## src/rtl/fft_result_streamer.sv

```systemverilog
// Streams a finished FFT frame out of the working RAM as valid/ready bins.
// The read credit covers the one in-flight RAM read, so the 2-entry output FIFO cannot overflow.
module fft_result_streamer #(
  parameter int DATA_WIDTH    = 48,
  parameter int BUFFER_DEPTH  = 512,
  parameter int ADDR_WIDTH    = 9,
  parameter int BIT_REVERSE   = 1,
  parameter int HALF_SPECTRUM = 1
) (
  input  logic                    clk,
  input  logic                    reset,
  input  logic                    i_start,
  output logic [ADDR_WIDTH-1:0]   o_ram_addr,
  output logic                    o_ram_wr_en,
  output logic [DATA_WIDTH-1:0]   o_ram_data,
  input  logic [DATA_WIDTH-1:0]   i_ram_data,
  output logic                    o_valid,
  input  logic                    i_ready,
  output logic [DATA_WIDTH/2-1:0] o_real,
  output logic [DATA_WIDTH/2-1:0] o_imag,
  output logic [ADDR_WIDTH-1:0]   o_index,
  output logic                    o_last,
  output logic                    o_busy,
  output logic                    o_done
);

  localparam int HALF_W = DATA_WIDTH / 2;
  localparam int NB     = (HALF_SPECTRUM != 0) ? BUFFER_DEPTH / 2 : BUFFER_DEPTH;
  localparam int CW     = ADDR_WIDTH + 1;
  localparam logic [CW-1:0]         NB_C     = CW'(NB);
  localparam logic [ADDR_WIDTH-1:0] LAST_IDX = ADDR_WIDTH'(NB - 1);

  typedef enum logic [1:0] {ST_IDLE, ST_RUN, ST_DONE} state_t;

  state_t                  state_q, state_d;
  logic [CW-1:0]           rd_idx_q;
  logic                    inflight_q;
  logic [ADDR_WIDTH-1:0]   infl_idx_q;
  logic [ADDR_WIDTH-1:0]   addr_q;
  logic [1:0]              count_q;
  logic [DATA_WIDTH-1:0]   data0_q, data1_q;
  logic [ADDR_WIDTH-1:0]   idx0_q, idx1_q;

  logic [ADDR_WIDTH-1:0]   rd_nat, rd_rev, rd_addr;
  logic                    issue, pop, push, busy, done;
  logic [2:0]              occ;

  assign rd_nat = rd_idx_q[ADDR_WIDTH-1:0];

  genvar gi;
  generate
    for (gi = 0; gi < ADDR_WIDTH; gi++) begin : g_rev
      assign rd_rev[gi] = rd_nat[ADDR_WIDTH-1-gi];
    end
  endgenerate

  assign rd_addr = (BIT_REVERSE != 0) ? rd_rev : rd_nat;
  assign push    = inflight_q;
  assign pop     = (count_q != 2'd0) && i_ready;
  // Counting this cycle's pop as returned credit is what sustains one bin per cycle.
  assign occ     = {1'b0, count_q} + {2'b00, inflight_q} - {2'b00, pop};

  always_comb begin
    state_d = state_q;
    busy    = 1'b0;
    done    = 1'b0;
    issue   = 1'b0;
    case (state_q)
      ST_IDLE: begin
        if (i_start) state_d = ST_RUN;
      end
      ST_RUN: begin
        busy  = 1'b1;
        issue = (rd_idx_q < NB_C) && (occ < 3'd2);
        if (pop && (idx0_q == LAST_IDX)) state_d = ST_DONE;
      end
      ST_DONE: begin
        done    = 1'b1;
        state_d = ST_IDLE;
      end
      default: state_d = ST_IDLE;
    endcase
  end

  always_ff @(posedge clk) begin
    if (reset) begin
      state_q    <= ST_IDLE;
      rd_idx_q   <= '0;
      inflight_q <= 1'b0;
      infl_idx_q <= '0;
      addr_q     <= '0;
      count_q    <= 2'd0;
      data0_q    <= '0;
      data1_q    <= '0;
      idx0_q     <= '0;
      idx1_q     <= '0;
    end else begin
      state_q    <= state_d;
      inflight_q <= issue;
      if (state_q == ST_IDLE && i_start) begin
        rd_idx_q <= '0;
      end else if (issue) begin
        rd_idx_q <= rd_idx_q + 1'b1;
      end
      if (issue) begin
        infl_idx_q <= rd_nat;
        addr_q     <= rd_addr;
      end
      case ({push, pop})
        2'b10: begin
          if (count_q == 2'd0) begin
            data0_q <= i_ram_data;
            idx0_q  <= infl_idx_q;
          end else begin
            data1_q <= i_ram_data;
            idx1_q  <= infl_idx_q;
          end
          count_q <= count_q + 2'd1;
        end
        2'b01: begin
          data0_q <= data1_q;
          idx0_q  <= idx1_q;
          count_q <= count_q - 2'd1;
        end
        2'b11: begin
          if (count_q == 2'd1) begin
            data0_q <= i_ram_data;
            idx0_q  <= infl_idx_q;
          end else begin
            data0_q <= data1_q;
            idx0_q  <= idx1_q;
            data1_q <= i_ram_data;
            idx1_q  <= infl_idx_q;
          end
        end
        default: ;
      endcase
    end
  end

  assign o_ram_addr  = issue ? rd_addr : addr_q;
  assign o_ram_wr_en = 1'b0;
  assign o_ram_data  = '0;
  assign o_valid     = (count_q != 2'd0);
  assign o_real      = data0_q[DATA_WIDTH-1:HALF_W];
  assign o_imag      = data0_q[HALF_W-1:0];
  assign o_index     = idx0_q;
  assign o_last      = o_valid && (idx0_q == LAST_IDX);
  assign o_busy      = busy;
  assign o_done      = done;

endmodule

```

## config.mk

```make
export PLATFORM = sky130hd
export DESIGN_NAME = fft_result_streamer
export DESIGN_NICKNAME = d
export VERILOG_FILES = /design/src/rtl/fft_result_streamer.sv
export SDC_FILE = /design/constraint.sdc
export NUM_CORES = 1
export LEC_CHECK = 0
export CORE_MARGIN = 1
export CORE_UTILIZATION = 35
export CTS_BUF_LIST = sky130_fd_sc_hd__clkbuf_8
export DETAILED_ROUTE_END_ITERATION = 8
export GPL_ROUTABILITY_DRIVEN = 0
export SETUP_SLACK_MARGIN = 0.5
export SLEW_MARGIN = 20
export SYNTH_ARGS = -nofsm -noshare
export SYNTH_HDL_FRONTEND = slang
export SYNTH_SLANG_ARGS = --single-unit
```

## constraint.sdc

```tcl
create_clock -name clk -period 2.9 [get_ports clk]
set_clock_uncertainty 0.2 [all_clocks]
set_input_delay 0.435 -clock clk [delete_from_list [all_inputs] [get_ports clk]]
set_output_delay 0.435 -clock clk [all_outputs]
set_load 0.01 [all_outputs]
```

==> results_dict.tcl, run 1 <==
set metrics [dict create \
    design_power_total_mw 8.25 \
    nets 872 \
    end_kind "output port" \
    p_sw_mw 2.84 \
    wire_per_inst_microns 16.0 \
    cp-start-kind "flip-flop" \
    ctsLongestPathBuffers 2 \
    initial_core_util 0.362 \
    dpl_cell_area_sq_um 7690 \
    antenna_found_initial 0 \
    hold_ws_ns 0.288 \
    synthCells 660 \
    fp.coreArea_sq_um 16800 \
    synth_warnings 0 \
    drive_gt1_frac 0.274 \
    pwr_density_cell_nw_per_um2 900 \
    vdd_ir_drop_max_mv 0.491 \
    seqCellArea_sq_um 2950 \
    clk_latency_ns 0.43 \
    gr-usage-all-layers 0.172 \
    synth_area_leaders "dfxtp_1, mux2i_1, a221oi_1, nor2_1, buf_4" \
    p_clk_frac 0.229 \
    ioPinCount 171 \
    die-area_sq_um 17800 \
    grt_pass1_vias 4938 \
    synth-async-reset-ratio 0 \
    dr_total_vias 5241 \
    placedCellCount 988 \
    grt_setup_unrepaired "yes" \
    drt_iter0_drc 222 \
    hold_viol_final 0 \
    ys_seq_area_frac 0.486 \
    multi_input_area_sq_um 3480 \
    dpl.hpwl_microns 10100 \
    die_h_microns 134 \
    required_ns 2.27 \
    maxCapViolCount 0 \
    fin_ws_ns -0.276 \
    p_leak_nw 3.46 \
    slew_violations 0 \
    synthFlopType "dfxtp_1" \
    clkSlewWorstSetupHoldPaths_ns 0.08 \
    via_per_inst 5.01 \
    cts_made_buffers 17 \
    die_x_microns 134 \
    grt_overflow_total 0 \
    yosys-top-cells-count "dfxtp_1, nor2_1, nor3_1, mux2i_1, a221oi_1" \
    yosys_register_bits 147 \
    fin_area_sq_um 9160 \
    slew-limit-headroom 0.585 \
    p_int_mw 5.40 \
    num_rows 47 \
    fmax_ghz 0.315 \
    arrival_ns 2.54 \
    yosysTopAreaCell "dfxtp_1" \
    crit_fanout 8 \
    p_seq_frac 0.337 \
    synth_edf_count 0 \
    power_frac_comb 0.434 \
    status "finished with violations" \
    hp-class "input port to flip-flop" \
    period_needed_ns 3.18 \
    diodes 0 \
    cts-root-buf "clkbuf_8" \
    synth_top_area_frac 0.486 \
    drt-pass1-iter-count 4 \
    synth_cell_types 38 \
    fin_crit_sh 1.10 \
    finalSetupViolations 11 \
    grt_pass1_wl_microns 24700 \
    avgSynthCellArea_sq_um 9.18 \
    violations "negative setup slack" \
    tightest_slew_ns 0.622 \
    portBuffers 121 \
    final_cells 1046 \
    detail-route-antenna-nets 0 \
    nFillCells 1462 \
    cts_tree "built" \
    cts_sinks 147 \
    switching_share 0.345 \
    drc_errors 0 \
    cts.htree.levels 4 \
    routed_wl_microns 16700 \
    criticalPathCategory "flip-flop to output port" \
    post-synth-top-count-cell "dfxtp_1" \
    grt_max_degree 62 \
    synth_area_sq_um 6060 \
    areaGrowthSynthToFinish_pct 51.2 \
]
[path summary, 6_finish.rpt]
check,from,end,slack [ns],cells after the start
max,count_q[0]$_SDFFE_PP0P_,o_ram_addr[4],-0.28,13
min,reset,data1_q[6]$_SDFFE_PP0P_,0.29,2
max reg2reg,count_q[0]$_SDFFE_PP0P_,rd_idx_q[5]$_SDFFE_PP0P_,-0.11,14
min reg2reg,data0_q[21]$_SDFFE_PP0P_,data0_q[21]$_SDFFE_PP0P_,0.29,2
[what timing repair did]
item	CTS	global route
gates cloned	0	6
buffers inserted	7	14
gates resized for setup	74	91
setup endpoints to repair	37	99
pin swaps	13	40
hold buffers	0	0
[flip-flops by register name, summed over array words and instances, names as in the netlist]
name,flops
idx1_q,9
count_q,2
o_index,9
data0_q,48
state_q,2
rd_idx_q,10
inflight_q,1
data1_q,48
addr_q,9
infl_idx_q,9
[power groups by stage]
stage	clock [mW]	sequential [mW]	combinational, mW
final	1.89	2.78	3.58
after global routing	2.01	2.84	3.85
after CTS	1.92	2.77	3.01
after detailed placement	0	2.80	2.89
after global placement	0	2.79	2.85
after floorplan	0	2.95	1.34
[cells by family (layout without fill, tap and decap cells)]
| logic type | count (synthesis) | after routing | share of synthesized area |
|---|---|---|---|
| xor gates and xnor gates | 5 | 5 | 0.00723 |
| AOI/OAI and AO/OA | 95 | 95 | 0.119 |
| other | 1 | 49 | 0.000619 |
| muxes | 58 | 58 | 0.0958 |
| and+or+nand+nor | 245 | 245 | 0.179 |
| buffers and inverters | 103 | 221 | 0.0997 |
| adders and majority gates | 6 | 6 | 0.0136 |
| DFF | 147 | 147 | 0.486 |
[placed cells by master, fill, tap and decap left out, types with 4 or more instances in the layout]
cell / count
buf_6: 21
clkbuf_16: 4
clkbuf_8: 22
a221oi_4: 10
mux2i_1: 57
buf_4: 34
dfxtp_1: 145
nor3_2: 6
clkdlybuf4s50_1: 109
buf_12: 13
nor3_1: 52
a21oi_2: 16
a21oi_1: 6
nand4_1: 4
a221oi_2: 45
conb_1: 49
nand2_4: 6
bufinv_16: 5
nand2_1: 22
nor2_1: 121
nand2_2: 10
[metrics by stage]
step / setup WS, ns / setup TNS, ns / util
after detailed placement: -0.692 / -7.39 / 0.459
after global routing: -0.393 / -3.64 / 0.547
final: -0.276 / -2.21 / 0.547
after floorplan: 0.217 / 0 / -
after global placement: -0.636 / -6.61 / 0.459
after CTS: -0.273 / -2.20 / 0.499
[worst max-delay path, cell delays in order (launching register included)]
cell and delay, ns:
dfxtp_4 0.36, inv_4 0.06, ha_4 0.12, nand2b_4 0.14, inv_2 0.05, nor2_2 0.09
o21ai_2 0.08, fa_2 0.40, xnor2_4 0.20, and3_4 0.23, buf_12 0.14, nand2_4 0.06
nand2_2 0.08, buf_6 0.10
[cell type report]
type	count	area share
clock buffer	22	0.0331
clock inverter	9	0.0190
inverter	6	0.00273
multi-input combinational	458	0.380
sequential	147	0.322
tap	220	0.0300
timing repair buffer	184	0.214
[routing by layer]
layer  GRT usage  part of all wire  vias to the layer above  routed length (microns)
li1            -                 -                     2538                        -
met1       0.214              0.46                     2543                     7610
met2       0.286              0.48                      148                     8110
met3      0.0498             0.052                       12                      877
met4      0.0549            0.0070                        0                      117
met5           0                 0                        -                        0
Power figures use the tool's default switching activity.
==> run 2: changes to the inputs <==
--- a/config.mk
+++ b/config.mk
@@ -9,7 +9,6 @@
 export CORE_UTILIZATION = 35
 export CTS_BUF_LIST = sky130_fd_sc_hd__clkbuf_8
 export DETAILED_ROUTE_END_ITERATION = 8
-export GPL_ROUTABILITY_DRIVEN = 0
 export SETUP_SLACK_MARGIN = 0.5
 export SLEW_MARGIN = 20
 export SYNTH_ARGS = -nofsm -noshare
==> results of run 2 <==
Same layout as run 1: the final DEF is identical, and so are final timing and power.
